[config.mk]
export PLATFORM = sky130hd
export DESIGN_NAME = ieeedrv_trkload_flat
export DESIGN_NICKNAME = d
export VERILOG_FILES = /design/src/rtl/ieeedrv_trkload_if.sv /design/src/rtl/ieeedrv_trkload.sv /design/src/flat_wrapper.sv
export SDC_FILE = /design/constraint.sdc
export NUM_CORES = 1
export LEC_CHECK = 0
export CORE_ASPECT_RATIO = 0.9
export CORE_UTILIZATION = 35
export DETAILED_ROUTE_END_ITERATION = 7
export PLACE_DENSITY_LB_ADDON = 0.05
export SYNTH_ARGS = -nofsm -noshare
export SYNTH_HDL_FRONTEND = slang
export SYNTH_SLANG_ARGS = --single-unit
[constraint.sdc]
create_clock -name clk_sys -period 16.55 [get_ports clk_sys]
set_input_delay 3.31 -clock clk_sys [delete_from_list [all_inputs] [get_ports clk_sys]]
set_output_delay 3.31 -clock clk_sys [all_outputs]
set_load 0.01 [all_outputs]
[src/rtl/ieeedrv_trkload_if.sv]
// ieeedrv_trkload_if: SD block transfer handshake between track loader and SD host
interface ieeedrv_trkload_if #(
    parameter int SUBDRV = 2
);
    logic [31:0]       sd_lba;
    logic [5:0]        sd_blk_cnt;
    logic [SUBDRV-1:0] sd_rd;
    logic [SUBDRV-1:0] sd_wr;
    logic [SUBDRV-1:0] sd_ack;
    modport master (output sd_lba, sd_blk_cnt, sd_rd, sd_wr, input sd_ack);
    modport slave (input sd_lba, sd_blk_cnt, sd_rd, sd_wr, output sd_ack);
endinterface

[src/rtl/ieeedrv_trkload.sv]
// ieeedrv_trkload: loads/writes back one track of a D64/D80/D82 image into the track buffer
module ieeedrv_trkload #(
    parameter int SUBDRV = 2
) (
    input  logic              clk_sys,
    input  logic              reset,
    input  logic              drv_type,
    input  logic              drv_hd,
    input  logic              drv_act,
    input  logic [7:0]        track,
    input  logic              mtr,
    input  logic              wprot,
    input  logic              buf_we,
    input  logic [SUBDRV-1:0] img_mounted,
    input  logic [31:0]       img_size,
    ieeedrv_trkload_if.master sd,
    output logic              loaded,
    output logic              invalid,
    output logic              busy
);
    typedef enum logic [2:0] {IDLE, CALC, CHECK, WR_REQ, WR_WAIT, RD_REQ, RD_WAIT, INVALID} state_t;

    // Sectors on a track; the second 8250 side repeats the zone layout of the first
    function automatic logic [4:0] spt(input logic t4040, input logic [7:0] t);
        logic [7:0] s;
        s = (!t4040 && t > 8'd77) ? t - 8'd77 : t;
        if (t4040) return s < 8'd18 ? 5'd21 : s < 8'd25 ? 5'd19 : s < 8'd31 ? 5'd18 : 5'd17;
        return s < 8'd40 ? 5'd29 : s < 8'd54 ? 5'd27 : s < 8'd65 ? 5'd25 : 5'd23;
    endfunction

    state_t      state_q, state_d, after_q, after_d;
    logic        pend_q, pend_d, mtr_q, mtr_d;
    logic        req_drv_q, req_drv_d, res_drv_q, res_drv_d, xdrv_q, xdrv_d;
    logic [7:0]  req_trk_q, req_trk_d, idx_q, idx_d;
    logic [31:0] acc_q, acc_d, nlba_q, nlba_d, res_lba_q, res_lba_d, lba_q, lba_d;
    logic [5:0]  ncnt_q, ncnt_d, res_cnt_q, res_cnt_d, cnt_q, cnt_d;
    logic        res_valid_q, res_valid_d, dirty_q, dirty_d;
    logic        loaded_q, loaded_d, invalid_q, invalid_d, busy_q, busy_d;
    logic [1:0]  rd_q, rd_d, wr_q, wr_d;
    logic [31:0] size_q [0:1];
    logic [31:0] size_d [0:1];

    logic [1:0]  mnt2, ack2;
    logic        mnt_act, trig, ack_x, legal, bad, flush_ok, start;
    logic [4:0]  cnt_t;

    assign mnt2     = 2'(img_mounted);
    assign ack2     = 2'(sd.sd_ack);
    assign mnt_act  = mnt2[drv_act];
    assign trig     = pend_q | mnt_act | (drv_act != req_drv_q) | (track != req_trk_q);
    assign ack_x    = ack2[xdrv_q];
    assign cnt_t    = spt(drv_type, req_trk_q);
    assign legal    = req_trk_q != 8'd0 && req_trk_q <= (drv_type ? 8'd35 : drv_hd ? 8'd154 : 8'd77);
    // Compare in bytes so the partial trailing block of an odd-sized image never counts
    assign bad      = !legal || {acc_q + 32'(cnt_t), 8'd0} > {8'd0, size_q[req_drv_q]};
    assign flush_ok = dirty_q & res_valid_q;

    assign sd.sd_lba     = lba_q;
    assign sd.sd_blk_cnt = cnt_q;
    assign sd.sd_rd      = rd_q[SUBDRV-1:0];
    assign sd.sd_wr      = wr_q[SUBDRV-1:0];
    assign loaded        = loaded_q;
    assign invalid       = invalid_q;
    assign busy          = busy_q;

    // Next-state logic: offset walk, legality check, write-back then read sequencing
    always_comb begin
        state_d     = state_q;
        after_d     = after_q;
        pend_d      = pend_q | mnt_act;
        mtr_d       = mtr;
        req_drv_d   = req_drv_q;
        req_trk_d   = req_trk_q;
        idx_d       = idx_q;
        acc_d       = acc_q;
        nlba_d      = nlba_q;
        ncnt_d      = ncnt_q;
        res_drv_d   = res_drv_q;
        res_lba_d   = res_lba_q;
        res_cnt_d   = res_cnt_q;
        res_valid_d = res_valid_q;
        xdrv_d      = xdrv_q;
        dirty_d     = (dirty_q | (buf_we & loaded_q & ~wprot)) & ~mnt2[res_drv_q];
        loaded_d    = loaded_q;
        invalid_d   = invalid_q;
        busy_d      = busy_q;
        lba_d       = lba_q;
        cnt_d       = cnt_q;
        rd_d        = rd_q;
        wr_d        = wr_q;
        start       = 1'b0;
        for (int d = 0; d < 2; d++) size_d[d] = (d < SUBDRV && mnt2[d]) ? img_size : size_q[d];
        case (state_q)
            IDLE: begin
                if (trig) start = 1'b1;
                else if (mtr_q && !mtr && flush_ok) begin
                    state_d = WR_REQ;
                    after_d = IDLE;
                    busy_d  = 1'b1;
                    xdrv_d  = res_drv_q;
                    lba_d   = res_lba_q;
                    cnt_d   = res_cnt_q;
                    wr_d    = 2'b01 << res_drv_q;
                end
            end
            CALC: begin
                if (trig) start = 1'b1;
                else if (legal && idx_q < req_trk_q) begin
                    acc_d = acc_q + 32'(spt(drv_type, idx_q));
                    idx_d = idx_q + 8'd1;
                end else state_d = CHECK;
            end
            CHECK: begin
                if (trig) start = 1'b1;
                else begin
                    invalid_d = bad;
                    nlba_d    = acc_q;
                    ncnt_d    = 6'(cnt_t - 5'd1);
                    after_d   = bad ? INVALID : RD_REQ;
                    if (flush_ok) begin
                        state_d = WR_REQ;
                        xdrv_d  = res_drv_q;
                        lba_d   = res_lba_q;
                        cnt_d   = res_cnt_q;
                        wr_d    = 2'b01 << res_drv_q;
                    end else if (bad) begin
                        state_d = INVALID;
                        busy_d  = 1'b0;
                    end else begin
                        state_d = RD_REQ;
                        xdrv_d  = req_drv_q;
                        lba_d   = acc_q;
                        cnt_d   = 6'(cnt_t - 5'd1);
                        rd_d    = 2'b01 << req_drv_q;
                    end
                end
            end
            WR_REQ: begin
                if (ack_x) begin
                    wr_d    = 2'b00;
                    state_d = WR_WAIT;
                end
            end
            WR_WAIT: begin
                if (!ack_x) begin
                    dirty_d = 1'b0;
                    if (trig) start = 1'b1;
                    else if (after_q == RD_REQ) begin
                        state_d = RD_REQ;
                        xdrv_d  = req_drv_q;
                        lba_d   = nlba_q;
                        cnt_d   = ncnt_q;
                        rd_d    = 2'b01 << req_drv_q;
                    end else begin
                        state_d = after_q;
                        busy_d  = 1'b0;
                    end
                end
            end
            RD_REQ: begin
                if (ack_x) begin
                    rd_d    = 2'b00;
                    state_d = RD_WAIT;
                end
            end
            RD_WAIT: begin
                if (!ack_x) begin
                    res_drv_d   = req_drv_q;
                    res_lba_d   = lba_q;
                    res_cnt_d   = cnt_q;
                    res_valid_d = 1'b1;
                    loaded_d    = 1'b1;
                    busy_d      = 1'b0;
                    state_d     = IDLE;
                end
            end
            INVALID: if (trig) start = 1'b1;
            default: state_d = IDLE;
        endcase
        if (start) begin
            state_d   = CALC;
            req_drv_d = drv_act;
            req_trk_d = track;
            acc_d     = 32'd0;
            idx_d     = 8'd1;
            pend_d    = 1'b0;
            busy_d    = 1'b1;
            invalid_d = 1'b0;
        end
        if (trig) loaded_d = 1'b0;
        if (reset) begin
            state_d     = IDLE;
            after_d     = IDLE;
            pend_d      = 1'b1;
            mtr_d       = 1'b0;
            req_drv_d   = 1'b0;
            req_trk_d   = 8'd0;
            idx_d       = 8'd0;
            acc_d       = 32'd0;
            nlba_d      = 32'd0;
            ncnt_d      = 6'd0;
            res_drv_d   = 1'b0;
            res_lba_d   = 32'd0;
            res_cnt_d   = 6'd0;
            res_valid_d = 1'b0;
            xdrv_d      = 1'b0;
            dirty_d     = 1'b0;
            loaded_d    = 1'b0;
            invalid_d   = 1'b0;
            busy_d      = 1'b0;
            lba_d       = 32'd0;
            cnt_d       = 6'd0;
            rd_d        = 2'b00;
            wr_d        = 2'b00;
            for (int d = 0; d < 2; d++) size_d[d] = 32'd0;
        end
    end

    // State register
    always_ff @(posedge clk_sys) begin
        state_q     <= state_d;
        after_q     <= after_d;
        pend_q      <= pend_d;
        mtr_q       <= mtr_d;
        req_drv_q   <= req_drv_d;
        req_trk_q   <= req_trk_d;
        idx_q       <= idx_d;
        acc_q       <= acc_d;
        nlba_q      <= nlba_d;
        ncnt_q      <= ncnt_d;
        res_drv_q   <= res_drv_d;
        res_lba_q   <= res_lba_d;
        res_cnt_q   <= res_cnt_d;
        res_valid_q <= res_valid_d;
        xdrv_q      <= xdrv_d;
        dirty_q     <= dirty_d;
        loaded_q    <= loaded_d;
        invalid_q   <= invalid_d;
        busy_q      <= busy_d;
        lba_q       <= lba_d;
        cnt_q       <= cnt_d;
        rd_q        <= rd_d;
        wr_q        <= wr_d;
        size_q      <= size_d;
    end
endmodule
[src/flat_wrapper.sv]
// flat-port wrapper written by rule: the top's interface ports become plain ports
module ieeedrv_trkload_flat 
#(
    parameter int SUBDRV = 2
)
  (clk_sys, reset, drv_type, drv_hd, drv_act, track, mtr, wprot, buf_we, img_mounted, img_size, loaded, invalid, busy, sd_sd_lba, sd_sd_blk_cnt, sd_sd_rd, sd_sd_wr, sd_sd_ack);
  ieeedrv_trkload_if #(.SUBDRV(SUBDRV)) sd_i ();
  input  logic clk_sys;
  input  logic reset;
  input  logic drv_type;
  input  logic drv_hd;
  input  logic drv_act;
  input  logic [7:0] track;
  input  logic mtr;
  input  logic wprot;
  input  logic buf_we;
  input  logic [SUBDRV-1:0] img_mounted;
  input  logic [31:0] img_size;
  output logic loaded;
  output logic invalid;
  output logic busy;
  output wire logic [$bits(sd_i.sd_lba)-1:0] sd_sd_lba;
  output wire logic [$bits(sd_i.sd_blk_cnt)-1:0] sd_sd_blk_cnt;
  output wire logic [$bits(sd_i.sd_rd)-1:0] sd_sd_rd;
  output wire logic [$bits(sd_i.sd_wr)-1:0] sd_sd_wr;
  input wire logic [$bits(sd_i.sd_ack)-1:0] sd_sd_ack;
  assign sd_sd_lba = sd_i.sd_lba;
  assign sd_sd_blk_cnt = sd_i.sd_blk_cnt;
  assign sd_sd_rd = sd_i.sd_rd;
  assign sd_sd_wr = sd_i.sd_wr;
  assign sd_i.sd_ack = sd_sd_ack;
  ieeedrv_trkload #(.SUBDRV(SUBDRV)) u_core (.clk_sys(clk_sys), .reset(reset), .drv_type(drv_type), .drv_hd(drv_hd), .drv_act(drv_act), .track(track), .mtr(mtr), .wprot(wprot), .buf_we(buf_we), .img_mounted(img_mounted), .img_size(img_size), .sd(sd_i), .loaded(loaded), .invalid(invalid), .busy(busy));
endmodule
==> results.md <==
- Layout cells sized above 1: 5.593%
- Initial antenna violation count: 0
- Multi-input logic area: approximately 7500 um^2
- Vias/cell: 5.280
- Worst setup SP type: input pin
- First-pass GRT wire length: 60,690 um
- I/O pin count: 97
- CP required: roughly 17 ns
- Clock sinks: 244
- Cells after synthesis: 1,617
- Core area: 36,500 um^2
- Max Buffers Root-to-Sink: 3
- Worst-path fanout max: 73
- Combinational share of power: 7.7%
- Core Rows: 66
- #FFs+latches synth: 244
- Leak: ~6 nW
- Cell Area, Synth: 13,090 um^2
- Period minus WS final: roughly 9.7 ns
- Pre-CTS WS: 6.295 ns
- Antenna fix cells: 0
- Clock Latency Late Sink: 0.58 ns
- Crit Path Category: in -> reg
- Vias after detailed routing: 11,198
- P_sw: 333.0 uW
- Initial Util: 35.85%
- Post-Place Cells: 2,072
- Fillers: approximately 3,700
- Routed wire length: 37,910 um
- Post-route DRC violation count: 0
- Setup violations, final: 0
- Final cycle utilization of the critical path: 58.38%
- Drt initial violations: 600
- Post-synth EDFFs: 0
- Reg power frac: 45.2%
- Synth Flop Type: dfxtp_1
- # resized after CTS: 0
- Clock Pin Slew Worst Setup and Hold Paths: 0.06 ns
- Mapped Avg Cell Area: approximately 8.1 um^2
- Area growth, synth to finish: 15.96%
- RSZ-0062 raised after global routing: no
- Hold Buf Count CTS: 0
- GRT overflow: 0
- Die W: roughly 210 um
- Register Area: 4886 um^2
- CTS Root Cell: clkbuf_16
- Routed len/inst: 17.87 um
- Largest net degree at the start of global routing: 81
- Fmax: between 100 and 150 MHz
- Hold/Removal Path Class: reg -> reg
- Placed Area: 14,230 um^2
- Clock share of power: 47.2%
- Tightest Pin Transition: between 0.9 and 1 ns
- Max-slew headroom: 34.98%
- Postcts setup bufs: 0
- Finished Core Util: roughly 42%
- Net total in the final layout: about 1,700
- Fin cells: 2,121
- Status: finished clean
- Post-route cell area: 15,170 um^2
- Htree depth: 1
- Worst VDD drop: 0.07342 mV
- Sequential area share after synthesis: 37.33%
- TritonCTS clock tree: done
- Port Buf Inserts: 96
- Yosys warns: 0
- CTS Buf Count: 29
- Total track usage: 19.88%
- Routability Congestion: 0.8411
- Pre-antenna DRT Iters: 4
- Post-DP HPWL: 25,840 um
- Hold Vio Cnt, Final: 0
- Int Pwr: 1.016 mW
- ANT nets after route: 0
- Asr flop ratio synth: 0%
- Setup ws final: 6.887 ns
- Worst Skew: 0.01408 ns
- Switching part of the total: 24.68%
- Crit end category: flip-flop
- Vias in the first global route: 10,796
- Die ar.: around 38,000 um^2
- Worst Path Arrival: 10.12 ns
- PwrDens: roughly 89 nW/um^2
- Max_cap viols: 0
- Setup_tns: 0 ns
- Synth Net Count: ~1,700
- Die Span Y: 185.4 um
- Distinct cells, synth: 73
- Max-slew violation count: 0
## power by group through the flow
stage | clock [mW] | sequential [mW] | combinational (mW)
global route | 0.679 | 0.611 | 0.116
finish | 0.636 | 0.610 | 0.103
detailed placement | 0 | 0.623 | 0.104
floorplan | 0 | 0.616 | 0.0716
CTS | 0.656 | 0.610 | 0.104
global placement | 0 | 0.623 | 0.103
## cell usage in the layout, fill, tap and decap left out, drive strengths merged, types with 5 or more instances in the layout
cell type        n
buf             19
xor2            25
clkbuf          41
nor3            42
xnor2           51
o31ai            6
nor4            28
o31a             5
and4             6
clkdlybuf4s50   93
o211ai           5
mux2i          103
a21oi          125
o21ai           30
or2              7
o211a           36
dfxtp          244
and2             8
nand4           28
a31oi            6
nor2           176
and3             8
nand2          259
a211oi          10
nor2b            5
a22oi           34
or3             13
or4              6
inv             39
nand3           54
nand2b           6
a21o             8
o21a             6
ha              55
## cell type report
cell class / count / share of cell area [%]
clock buffers: 41 / 5.607
clock inverters: 8 / 0.5937
inverters: 36 / 0.8906
multi-input cells: 1204 / 49.74
flip-flops and latches: 244 / 32.20
well taps: 476 / 3.925
repair buffers: 112 / 7.042
## sequential cells by signal, indices dropped and copies added, names as in the netlist, 2 cells and up
name / flops
u_core.res_lba_q: 32
u_core.req_trk_q: 8
u_core.sd.sd_lba: 32
u_core.state_q: 3
u_core.res_cnt_q: 6
u_core.acc_q: 32
u_core.sd.sd_blk_cnt: 6
u_core.after_q: 2
u_core.sd.sd_wr: 2
u_core.idx_q: 8
u_core.size_q: 64
u_core.ncnt_q: 5
u_core.sd.sd_rd: 2
u_core.nlba_q: 32
## metal layers
metal	track usage [%]	part of all wire (%)
met5	0	0
met4	4.412	1.9
met2	33.40	47
met1	26.52	47
met3	3.308	3.8
## worst max-delay path, stage by stage
cell and delay [ns]:
clkdlybuf4s50_1 0.40, buf_4 0.21, o21bai_1 0.35, a211o_1 0.31, a21oi_1 0.20, a21o_1 0.12
nor2_1 0.06, nor4b_1 0.69, inv_1 0.10, ha_1 0.24, inv_1 0.08, fa_1 0.22
and3b_1 0.22, nor2_1 0.46, nor2_1 0.16, nand3_1 0.14, nor2_1 0.07, xor2_1 0.14
ha_1 0.29, nand4_1 0.16, nor4_1 0.42, and4_1 0.28, nor2_1 0.08, o41ai_4 0.34
buf_4 0.62, nand3_1 0.16, o211a_1 0.18
## worst paths after layout
| kind | slack (ns) | depth (start not counted) | to | startpoint |
|---|---|---|---|---|
| worst max-delay path | 6.89 | 27 | u_core.sd.sd_lba[6] | drv_type |
| worst min-delay path | 0.45 | 2 | u_core.nlba_q[18] | u_core.nlba_q[18] |
| worst max register to register | 9.11 | 27 | u_core.sd.sd_lba[6] | u_core.req_trk_q[0] |
| worst min register to register | 0.45 | 2 | u_core.nlba_q[18] | u_core.nlba_q[18] |
## stage by stage
step / total power, mW / hold slack [ns]
finish: 1.349 / 0.4534
detailed placement: 0.7266 / 0.4472
global route: 1.405 / 0.4701
floorplan: 0.6880 / 0.4319
CTS: 1.370 / 0.4556
global placement: 0.7254 / 0.4418
## cell families after synthesis
group	after synthesis	synth area share, %
AND/OR/NAND/NOR	659	22.74
AO/OA/AOI/OAI	304	15.86
flip-flops	244	37.33
buffers and inverters	169	5.116
multiplexers	107	8.223
XOR/XNOR	76	5.087
adder cells (fa/ha/maj)	58	5.642
## synthesized netlist by cell type (all sizes together) (6+ instances only)
cell type,n,area (um^2)
nand2,259,972.2
dfxtp,244,4885
nor2,176,660.6
a21oi,125,625.6
mux2i,103,1031
clkbuf,100,377.9
ha,55,688.2
nand3,54,275.3
xnor2,51,446.7
nor3,42,210.2
inv,36,135.1
o211a,36,360.4
a22oi,34,255.2
buf,33,156.4
o21ai,30,150.1
nand4,28,181.4
nor4,28,175.2
xor2,25,219.0
or3,13,81.33
a211oi,10,75.07
a21o,8,60.06
and2,8,50.05
and3,8,50.05
or2,7,43.79
a31oi,6,37.54
and4,6,52.55
nand2b,6,37.54
o21a,6,45.04
o31ai,6,45.04
or4,6,45.04
No activity file was read; power rests on OpenSTA's default activity.
